===== src/rtl/conv_ctrl.sv =====
// ============================================================================
// Module   : conv_ctrl
// Purpose  : Raster-order convolution window sequencer with serial MAC and
//            valid/ready result hand-off. Optional macro CONV_CTRL_RELU_EN
//            clamps negative results to zero on the result port.
// Revision : 1.0 - initial release
// ============================================================================
`default_nettype none

module conv_ctrl #(
    parameter int weight_width  = 2,
    parameter int weight_height = 2,
    parameter int img_width     = 4,
    parameter int img_height    = 4,
    parameter int padding       = 0,
    parameter int stride        = 1,
    parameter int bitwidth      = 3,
    parameter int acc_width     = 16
) (
    input  logic                 clk_en,
    input  logic                 rst_n,
    input  logic                 start,
    output logic                 busy,
    output logic                 done,
    output logic                 conv_on,
    output logic [31:0]          anchor_l,
    output logic [31:0]          anchor_c,
    output logic [3:0]           buf_l,
    output logic [3:0]           buf_c,
    input  logic [bitwidth-1:0]  img_cal,
    input  logic [bitwidth-1:0]  wei_cal,
    output logic [acc_width-1:0] result,
    output logic                 result_valid,
    input  logic                 result_ready,
    output logic [15:0]          result_l,
    output logic [15:0]          result_c
);

    localparam int c_result_width  = (img_width - weight_width + 2*padding) / stride + 1;
    localparam int c_result_height = (img_height - weight_height + 2*padding) / stride + 1;
    localparam int c_taps          = weight_width * weight_height;

    typedef enum logic [2:0] {
        S_IDLE = 3'd0,
        S_LOAD = 3'd1,
        S_MAC  = 3'd2,
        S_OUT  = 3'd3,
        S_DONE = 3'd4
    } state_t;

    state_t                 r_state;
    logic [8:0]             r_k;
    logic [15:0]            r_out_row;
    logic [15:0]            r_out_col;
    logic [acc_width-1:0]   r_acc;

    logic signed [2*bitwidth-1:0] w_img_ext;
    logic signed [2*bitwidth-1:0] w_wei_ext;
    logic signed [2*bitwidth-1:0] w_prod;
    logic signed [acc_width-1:0]  w_prod_ext;
    logic [acc_width-1:0]         w_acc_next;
    logic [acc_width-1:0]         w_result_next;
    logic                         w_last_k;
    logic                         w_last_col;
    logic                         w_last_pos;

    assign w_img_ext  = (2*bitwidth)'($signed(img_cal));
    assign w_wei_ext  = (2*bitwidth)'($signed(wei_cal));
    assign w_prod     = w_img_ext * w_wei_ext;
    assign w_prod_ext = acc_width'(w_prod);
    // First tap of each window restarts the sum instead of adding to it
    assign w_acc_next = ((r_k == 9'd0) ? '0 : r_acc) + w_prod_ext;

`ifdef CONV_CTRL_RELU_EN
    assign w_result_next = w_acc_next[acc_width-1] ? '0 : w_acc_next;
`else
    assign w_result_next = w_acc_next;
`endif

    assign w_last_k   = (r_k == 9'(c_taps - 1));
    assign w_last_col = (r_out_col == 16'(c_result_width - 1));
    assign w_last_pos = w_last_col && (r_out_row == 16'(c_result_height - 1));

    always_ff @(posedge clk_en or negedge rst_n) begin
        if (!rst_n) begin
            r_state      <= S_IDLE;
            r_k          <= '0;
            r_out_row    <= '0;
            r_out_col    <= '0;
            r_acc        <= '0;
            busy         <= 1'b0;
            done         <= 1'b0;
            conv_on      <= 1'b0;
            anchor_l     <= '0;
            anchor_c     <= '0;
            buf_l        <= '0;
            buf_c        <= '0;
            result       <= '0;
            result_valid <= 1'b0;
            result_l     <= '0;
            result_c     <= '0;
        end else begin
            case (r_state)
                S_IDLE: begin
                    r_out_row <= '0;
                    r_out_col <= '0;
                    r_acc     <= '0;
                    anchor_l  <= '0;
                    anchor_c  <= '0;
                    if (start) begin
                        r_state <= S_LOAD;
                        busy    <= 1'b1;
                        conv_on <= 1'b1;
                    end
                end
                S_LOAD: begin
                    r_k     <= '0;
                    buf_l   <= '0;
                    buf_c   <= '0;
                    r_state <= S_MAC;
                end
                S_MAC: begin
                    r_acc <= w_acc_next;
                    if (w_last_k) begin
                        r_state      <= S_OUT;
                        conv_on      <= 1'b0;
                        result_valid <= 1'b1;
                        result       <= w_result_next;
                        result_l     <= r_out_row;
                        result_c     <= r_out_col;
                    end else begin
                        r_k <= r_k + 9'd1;
                        if (buf_c == 4'(weight_width - 1)) begin
                            buf_c <= '0;
                            buf_l <= buf_l + 4'd1;
                        end else begin
                            buf_c <= buf_c + 4'd1;
                        end
                    end
                end
                S_OUT: begin
                    if (result_ready) begin
                        result_valid <= 1'b0;
                        if (w_last_pos) begin
                            r_state <= S_DONE;
                            done    <= 1'b1;
                        end else begin
                            r_state <= S_LOAD;
                            conv_on <= 1'b1;
                            if (w_last_col) begin
                                r_out_col <= '0;
                                anchor_c  <= '0;
                                r_out_row <= r_out_row + 16'd1;
                                anchor_l  <= anchor_l + 32'(stride);
                            end else begin
                                r_out_col <= r_out_col + 16'd1;
                                anchor_c  <= anchor_c + 32'(stride);
                            end
                        end
                    end
                end
                S_DONE: begin
                    done    <= 1'b0;
                    busy    <= 1'b0;
                    r_state <= S_IDLE;
                end
                default: begin
                    r_state <= S_IDLE;
                end
            endcase
        end
    end

endmodule

`default_nettype wire


===== config.mk =====
export PLATFORM = sky130hd
export DESIGN_NAME = conv_ctrl
export DESIGN_NICKNAME = d
export VERILOG_FILES = /design/src/rtl/conv_ctrl.sv
export SDC_FILE = /design/constraint.sdc
export NUM_CORES = 1
export LEC_CHECK = 0
export ABC_CLOCK_PERIOD_IN_PS = 11100
export CORE_MARGIN = 4
export CORE_UTILIZATION = 41
export CTS_CLUSTER_SIZE = 14
export DETAILED_ROUTE_END_ITERATION = 8
export DONT_BUFFER_PORTS = 1
export GPL_ROUTABILITY_DRIVEN = 0
export PLACE_DENSITY = 0.6
export SLEW_MARGIN = 30
export SYNTH_ARGS = -nofsm -noshare
export SYNTH_HDL_FRONTEND = slang
export SYNTH_SLANG_ARGS = --single-unit

===== constraint.sdc =====
create_clock -name clk_en -period 11.1 [get_ports clk_en]
set_clock_uncertainty 0.2 [all_clocks]
set_input_delay 1.11 -clock clk_en [delete_from_list [all_inputs] [get_ports clk_en]]
set_output_delay 1.11 -clock clk_en [all_outputs]
set_load 0.03 [all_outputs]

After elaboration in Yosys (flattened, before gate mapping)
Index checks and enable logic that the tools add are counted.
{"block": "totals", "ff_bits": 184, "output_inout_bits": 124, "inputBits": 10, "elab_cells": 104}
{"block": "classes", "reduce_logical": 20, "n_addsub": 8, "eq_ne": 16, "mul": 1, "muxes": 43}
{"cell": "two-way mux 32 bit", "n": 6}
{"cell": "one-hot mux 32 bit (2 select lines)", "n": 2}
{"cell": "two-way mux 16 bit", "n": 7}
{"cell": "one-hot mux 16 bit (2 select lines)", "n": 3}
{"cell": "adder 32 x 1 -> 32 bit, second input constant", "n": 2}
{"cell": "adder 16 x 1 -> 16 bit, second input constant", "n": 2}
{"cell": "== test 16 x 2 -> 1 bit, second input constant", "n": 2}
{"cell": "one-hot mux 9 bit (2 select lines)", "n": 1}
{"cell": "adder 16 bit", "n": 1}
{"cell": "two-way mux 4 bit", "n": 4}
{"cell": "!= test 2 bit, second input constant", "n": 8}
{"cell": "one-hot mux 4 bit (2 select lines)", "n": 2}
{"cell": "AND reduction 3 bit", "n": 5}
{"cell": "two-way mux 3 bit", "n": 4}
{"cell": "one-hot mux 3 bit (4 select lines)", "n": 1}
{"cell": "nonzero test 2 bit", "n": 6}
{"cell": "adder 9 x 1 -> 9 bit, second input constant", "n": 1}
{"cell": "== test 9 x 2 -> 1 bit, second input constant", "n": 1}
{"cell": "zero test 9 bit", "n": 1}
{"cell": "two-way mux 9 bit", "n": 1}
{"cell": "adder 4 x 1 -> 4 bit, second input constant", "n": 2}
{"cell": "two-way mux 1 bit", "n": 8}
{"cell": "== test 3 x 2 -> 1 bit, second input constant", "n": 2}
{"cell": "multiplier 3 x 3 -> 6 bit", "n": 1}
{"cell": "other kinds (11)", "n": 15}

Longest topological paths before layout
Gate-level depths: netlist of run 1.
{"block": "logic_depth", "ltp_word": 5, "mapped_depth": 20, "depth_no_buf": 20}

Worst setup path after synthesis of run 1
OpenSTA, ideal clock, no wires.
{"block": "synth_path", "path_type": "input -> register", "startpoint": "in img_cal[0]", "endpoint": "reg r_acc[15]", "setup_slack_ns": 5.678, "arrival_time_ns": 5.148, "path_buffers": 0, "path_stages": 19, "setup_time_ns": 0.074, "required_time_ns": 10.826, "path_cell_list": "nand2b_1 > fa_1 > fa_1 > inv_1 > ha_1 > inv_1 > fa_1 > xor2_2 > xnor2_4 > inv_2 > ha_1 > a21o_1 > nand2_1 > a21oi_2 > a31oi_4 > o2111ai_2 > a311o_1 > mux2_2 > o21ai_2"}
{"block": "synth_via", "elab_chain_cells": 3}
{"element": "from (decl)", "line_no": "30", "text": "input logic [bitwidth-1:0] img_cal,"}
{"element": "multiplier 3 x 3 -> 6 bit", "line_no": "69", "text": "assign w_prod = w_img_ext * w_wei_ext;"}
{"element": "adder 16 bit", "line_no": "72", "text": "assign w_acc_next = ((r_k == 9'd0) ? '0 : r_acc) + w_prod_ext;"}
{"element": "one-hot mux 16 bit (2 select lines)", "line_no": "103", "text": "case (r_state)"}
{"element": "to (signal assigned)", "line_no": "123", "text": "r_acc <= w_acc_next;"}
{"element": "to (decl)", "line_no": "55", "text": "logic [acc_width-1:0] r_acc;"}
No other way between the ends.
A chain may end at the register's enable or synchronous reset.

Final worst setup path of run 1
{"block": "layout_path", "startpoint": "in img_cal[0]", "endpoint": "reg result[14]"}
{"block": "layout_via", "elab_chain_cells": 2}
{"element": "multiplier 3 x 3 -> 6 bit", "line_no": "69"}
{"element": "adder 16 bit", "line_no": "72"}
{"element": "to (signal assigned)", "line_no": "128", "text": "result <= w_result_next;"}
{"element": "to (decl)", "line_no": "32", "text": "output logic [acc_width-1:0] result,"}
No other way between the ends.

==> results.sh, run 1 <==
export IMPL_status="complete, no violations"
export IMPL_cts_hold_fix_buffers=0
export IMPL_dpl_hpwl_mm=14.9
export IMPL_coreArea_mm2=0.0229
export IMPL_dp_cells=1269
export IMPL_wirelength_mm=22.0
export IMPL_critPathArrivalTime_ns=5.69
export IMPL_drive_above_1_share_pct=10.2
export IMPL_grt_pass1_wl_mm=36.9
export IMPL_leakage_nw=4.92
export IMPL_reg2reg_depth=13
export IMPL_critical_path_class="input port to flop"
export IMPL_die_h_um=162
export IMPL_n_fill_cell=2202
export IMPL_antenna_found_initial=0
export IMPL_slew_headroom_pct=48.8
export IMPL_io_buffer_count=0
export IMPL_final_cell_area_mm2=0.0106
export IMPL_cts_tree="built"
export IMPL_clkSinkCount=184
export IMPL_dpl_cell_area_mm2=0.0100
export IMPL_die_area_mm2=0.0261
export IMPL_post_cts_resize_count=0
export IMPL_grt_max_degree=185
export IMPL_ios=134
export IMPL_ant_nets=0
export IMPL_syn_nets=1026
export IMPL_synth_edf_count=0
export IMPL_synthesis_area_mm2=0.00968
export IMPL_rows=55
export IMPL_synth_compound_area_share_pct=10.1
export IMPL_finalSetupViolCount=0
export IMPL_drtIter0Drc=337
export IMPL_multi_input_area_mm2=0.00483
export IMPL_fin_tns_setup_ns=0
export IMPL_grt_setup_unrepaired="false"
export IMPL_grt_ovfl_total=0
export IMPL_htree_levels=4
export IMPL_drc=0
export IMPL_end_kind="flop"
export IMPL_vias=6904
export IMPL_fmaxAchievable_ghz=0.179
export IMPL_required_ns=11.21
export IMPL_synth_cells=982
export IMPL_fin_crit_sh_pct=50.2
export IMPL_final_core_util_pct=46.3
export IMPL_cts_setup_buffers=0
export IMPL_via_per_inst=5.31
export IMPL_ir_worst_vdd_mv=0.113
export IMPL_path_clk_slew_ns=0.07
export IMPL_root_buffer="clkbuf_16"
export IMPL_ys_flop_type="dfrtp_1"
export IMPL_startpoint_type="input port"
export IMPL_mostFrequentLayoutCells="184 x dfrtp_1, 119 x nor2_1, 101 x nand2_1, 58 x xor2_1, 46 x nand3_1"
export IMPL_synthArstFlopShare_pct=100
export IMPL_finalNonFillerCells=1300
export IMPL_nNetsFinal=1019
export IMPL_layout_area_seq_mm2=0.00460
export IMPL_synth_seq_cells=184
export IMPL_avgRoutedWirePerCell_um=16.9
export IMPL_clock_latency_ns=0.43
export IMPL_finalHoldViolCount=0
export IMPL_synth_mux_area_share_pct=4.37
export IMPL_cts_buffers_inserted=17
export IMPL_synth_warnings=0
export IMPL_drv_slew=0
export IMPL_avgSynthCellArea_um2=9.85
export IMPL_synth_xor_area_share_pct=9.50
export IMPL_hold_path_class="input port to async pin"
export IMPL_synthSimpleGateAreaFrac_pct=20.7
export IMPL_netlist_cell_type_count=72
export IMPL_cap_viol_max_count=0
export IMPL_synth_adder_area_share_pct=4.89
export IMPL_yosysSeqAreaShare_pct=47.6
export IMPL_power_density_mw_per_mm2=235
export IMPL_die_x_um=162
export IMPL_area_growth_pct=9.57
export IMPL_synth_top_family_by_area="simple AND/OR/NAND/NOR gates"
export IMPL_worstMarginPinSlew_ns=0.768
export IMPL_dr_pass1_iters=4
export IMPL_clockBufferDepth=2
export IMPL_grt_usage_pct=17.3
export IMPL_start_util_pct=42.2
export IMPL_antenna_cells=0
export IMPL_fin_crit_ns=5.58
export IMPL_grt_pass1_vias=6924
export IMPL_layout_commonest_cell="dfrtp_1"
export IMPL_cp_max_fo=18
layer usage:
| layer | GRT usage, % | part of all wire (%) | up-vias |
|---|---|---|---|
| met1 | 23.2 | 46 | 3372 |
| met4 | 5.00 | 1.6 | 0 |
| li1 | - | - | 3386 |
| met2 | 27.4 | 46 | 127 |
| met5 | 0 | 0 | - |
| met3 | 5.18 | 6.2 | 19 |
through the flow:
| step | total power (W) | setup WS (ns) | hold WS [ns] |
|---|---|---|---|
| floorplan | 0.00168 | 5.68 | 0.250 |
| global placement | 0.00190 | 5.14 | 0.268 |
| detailed placement | 0.00191 | 5.11 | 0.274 |
| CTS | 0.00252 | 5.53 | 0.156 |
| global route | 0.00267 | 5.29 | 0.142 |
| finish | 0.00249 | 5.52 | 0.187 |
final cells by class:
type	instances	share of cell area, %
sequential	184	43.4
tap	313	3.69
multi-input combinational	728	45.5
inverter	36	1.27
clock buffer	17	4.01
clock inverter	14	1.48
timing repair buffer	8	0.567
flip-flops by register name (all words and copies together), names as in the netlist, 3 cells and up:
name       count
result_c      16
r_out_row     16
anchor_l      32
r_out_col     16
result        16
r_k            9
buf_l          4
anchor_c      32
r_state        3
r_acc         16
result_l      16
buf_c          4
kinds of logic after synthesis:
group | after synthesis
AND/OR/NAND/NOR | 406
flip-flops | 184
AO/OA/AOI/OAI | 147
XOR/XNOR | 102
buffers and inverters | 70
multiplexers | 38
adder cells (fa/ha/maj) | 35
Yosys cell counts (23+ instances only):
cell	count	area, um^2
dfrtp_1	184	4600
nor2_1	120	450
nand2_1	102	383
xor2_1	58	508
nand3_1	46	230
o21ai_0	44	220
xnor2_1	42	368
inv_1	35	131
a21oi_1	33	165
and3_1	33	206
mux2_2	33	372
ha_1	29	363
clkbuf_1	28	105
nand4_1	23	144
report_power, final:
group / leakage (nW) / total [W] / switching, W / internal (W)
logic: 2.16 / 0.000876 / 0.000534 / 0.000342
registers: 2.48 / 0.00101 / 0.000236 / 0.000775
clock network: 0.282 / 0.000603 / 0.000301 / 0.000302
total: 4.92 / 0.00249 / 0.00107 / 0.00142
final timing paths:
| check | startpoint | endpoint | slack, ns |
|---|---|---|---|
| setup / recovery | img_cal[0] | result[14] | 5.52 |
| hold / removal | rst_n | anchor_l[20] | 0.19 |
| setup reg to reg | r_k[2] | r_acc[15] | 6.70 |
| hold reg to reg | r_acc[1] | r_acc[1] | 0.29 |
| max in group asynchronous | rst_n | r_acc[9] | 10.08 |
| min in group clk_en | r_acc[1] | r_acc[1] | 0.29 |
worst max-delay path: stages:
cell and delay (ns):
nand2b_1 0.14, fa_1 0.49, fa_1 0.40, inv_1 0.06
ha_1 0.13, inv_1 0.04, fa_1 0.39, xor2_2 0.19
xnor2_4 0.52, inv_2 0.30, ha_1 0.38, a21o_1 0.18
nor2_1 0.08, o311a_1 0.32, o221ai_1 0.35, nand4_1 0.16
nand2_1 0.10, xor2_1 0.07, mux2_2 0.26
No activity file was read; power rests on OpenSTA's default activity.
==> run 2, diff against run 1 <==
ABC_CLOCK_PERIOD_IN_PS = 4900   (was 11100)
PLACE_DENSITY = 0.62   (was 0.6)
clock period = 4.9 ns   (was 11.1 ns; I/O delays follow)
==> run 2 against run 1 <==
  * The flow now finishes with violations (hold timing)
  * Register-to-register slack got worse by 5.5 ns
  * Clock-buffer cell count increased by 1
  * Worst hold slack got worse by 0.63 ns
  * Final cell count rose by 0.54%
  * Combinational power rose by 130%
  * Critical path depth unchanged
  * Core utilization grew 0.22 points
  * Flip-flop and latch count stayed put
  * Sequential share of layout area fell by 0.21 points
  * Cell area grew 0.48%
  * Clock power is 130% higher
==> results.sh, run 2 (synthesis gave the netlist of run 1 again) <==
export IMPL_status="finished, violations left"
export IMPL_violations="hold timing"
export IMPL_mostFrequentLayoutCells="184 x dfrtp_1, 119 x nor2_1, 101 x nand2_1, 58 x xor2_1, 46 x nand3_1"
export IMPL_rows=55
export IMPL_cts_buffers_inserted=17
export IMPL_cp_max_fo=4
export IMPL_nNetsFinal=1025
export IMPL_p_sw_w=0.00239
export IMPL_clockPowerShare_pct=24.6
export IMPL_via_per_inst=5.35
export IMPL_startpoint_type="input port"
export IMPL_clockBufferDepth=2
export IMPL_finalSetupViolCount=0
export IMPL_cp_common_cell="fa_1"
export IMPL_critPathArrivalTime_ns=4.47
export IMPL_layout_commonest_cell="dfrtp_1"
export IMPL_ios=134
export IMPL_timing_rr_start="r_k[2]"
export IMPL_final_core_util_pct=46.5
export IMPL_antenna_found_initial=0
export IMPL_n_fill_cell=2171
export IMPL_required_ns=5.05
export IMPL_total_power_w=0.00572
export IMPL_htree_levels=4
export IMPL_fin_ws_ns=0.579
export IMPL_hold_path_class="input port to async pin"
export IMPL_drive_above_1_share_pct=10.8
export IMPL_cap_viol_max_count=0
export IMPL_drv_slew=0
export IMPL_die_x_um=162
export IMPL_grt_usage_pct=17.1
export IMPL_clock_latency_ns=0.42
export IMPL_start_util_pct=42.2
export IMPL_die_h_um=162
export IMPL_cpMaxStageDelayCell="fa_1"
export IMPL_cp_startpoint="img_cal[0]"
export IMPL_io_buffer_count=0
export IMPL_swShare_pct=41.8
export IMPL_area_growth_pct=10.1
export IMPL_fin_crit_sh_pct=88.2
export IMPL_worstMarginPinSlew_ns=0.718
export IMPL_critical_path_class="input port to flop"
export IMPL_drc=0
export IMPL_drtIter0Drc=439
export IMPL_power_density_mw_per_mm2=537
export IMPL_grt_setup_unrepaired="false"
export IMPL_vias=6986
export IMPL_layout_area_seq_mm2=0.00460
export IMPL_fin_crit_ns=4.32
export IMPL_ant_nets=0
export IMPL_grt_pass1_vias=6812
export IMPL_die_area_mm2=0.0261
export IMPL_end_kind="flop"
export IMPL_reg_largest_list="anchor_c: 32 flops, anchor_l: 32 flops"
export IMPL_comb_power_share_pct=35.2
export IMPL_worstPathCellList="nand2b_1 > fa_1 > fa_1 > inv_1 > ha_1 > inv_1 > fa_1 > xor2_2 > xnor2_4 > inv_2 > ha_1 > a21o_1 > nand2_1 > a21oi_2 > a31oi_4 > o2111ai_2 > a311o_1 > mux2_2 > o21ai_2"
export IMPL_post_cts_resize_count=0
export IMPL_antenna_cells=0
export IMPL_critical_path_top_delay_family="adder cells"
export IMPL_dpl_hpwl_mm=15.2
export IMPL_grt_pass1_wl_mm=36.7
export IMPL_root_buffer="clkbuf_16"
export IMPL_avgRoutedWirePerCell_um=17.0
export IMPL_multi_input_area_mm2=0.00483
export IMPL_path_clk_slew_ns=0.07
export IMPL_ir_worst_vdd_mv=0.291
export IMPL_grt_ovfl_total=0
export IMPL_fmaxAchievable_ghz=0.231
export IMPL_dr_pass1_iters=5
export IMPL_pre_cts_slack_ns=0.138
export IMPL_fin_tns_setup_ns=0
export IMPL_cts_tree="built"
export IMPL_leakage_nw=4.96
export IMPL_slew_headroom_pct=52.1
export IMPL_finalHoldViolCount=184
export IMPL_cp_slowest_stage_delay_ns=0.49
export IMPL_internal_power_w=0.00333
export IMPL_wirelength_mm=22.2
export IMPL_seq_power_share_pct=40.2
export IMPL_cts_setup_buffers=0
export IMPL_coreArea_mm2=0.0229
export IMPL_grt_max_degree=185
export IMPL_worst_hold_slack_ns=-0.444
export IMPL_critical_path_buf_inv_count=3
export IMPL_clkSinkCount=184
## run 2: path summary, 6_finish.rpt
path                                     end  slack [ns]  cells after the start
max in group asynchronous          result[5]        4.69                      0
worst max register to register     r_acc[12]        1.21                     14
min in group clk_en             result_valid        0.04                      3
worst min-delay path            anchor_c[25]       -0.44                      0
worst max-delay path               r_acc[15]        0.58                     19
worst min register to register      r_acc[0]        0.30                      1
## run 2: through the flow
| stage | instances | hold WS [ns] | instance area [um^2] |
|---|---|---|---|
| final | 1307 | -0.444 | 10700 |
| after CTS | 1307 | -0.464 | 10700 |
| after detailed placement | 1275 | 0.00225 | 10100 |
| after global placement | 1275 | 0.00325 | 10100 |
| after floorplan | 982 | -0.00559 | 9680 |
| after global routing | 1307 | -0.474 | 10700 |
## run 2: final cells by class
| type | count | area share (%) |
|---|---|---|
| timing repair buffer | 14 | 0.987 |
| clock buffer | 18 | 4.03 |
| sequential | 184 | 43.2 |
| tap | 313 | 3.68 |
| inverter | 36 | 1.27 |
| clock inverter | 14 | 1.49 |
| multi-input combinational | 728 | 45.3 |
## run 2: power groups by stage
stage | Sequential, W | Clock (W) | Combinational [W]
2_1_floorplan | 0.00222 | 0 | 0.00159
3_3_place_gp | 0.00233 | 0 | 0.00197
3_5_place_dp | 0.00233 | 0 | 0.00201
4_1_cts | 0.00230 | 0.00145 | 0.00203
5_1_grt | 0.00233 | 0.00151 | 0.00227
6_report | 0.00230 | 0.00141 | 0.00201
## run 2: per-layer routing
| layer | wire length (um) | global-route usage, % | up-vias | share of wire, % |
|---|---|---|---|---|
| li1 | - | - | 3405 | - |
| met1 | 10200 | 23.4 | 3413 | 46 |
| met2 | 10400 | 26.7 | 148 | 47 |
| met3 | 1300 | 5.03 | 20 | 5.9 |
| met4 | 298 | 4.88 | 0 | 1.3 |
| met5 | 0 | 0 | - | 0 |
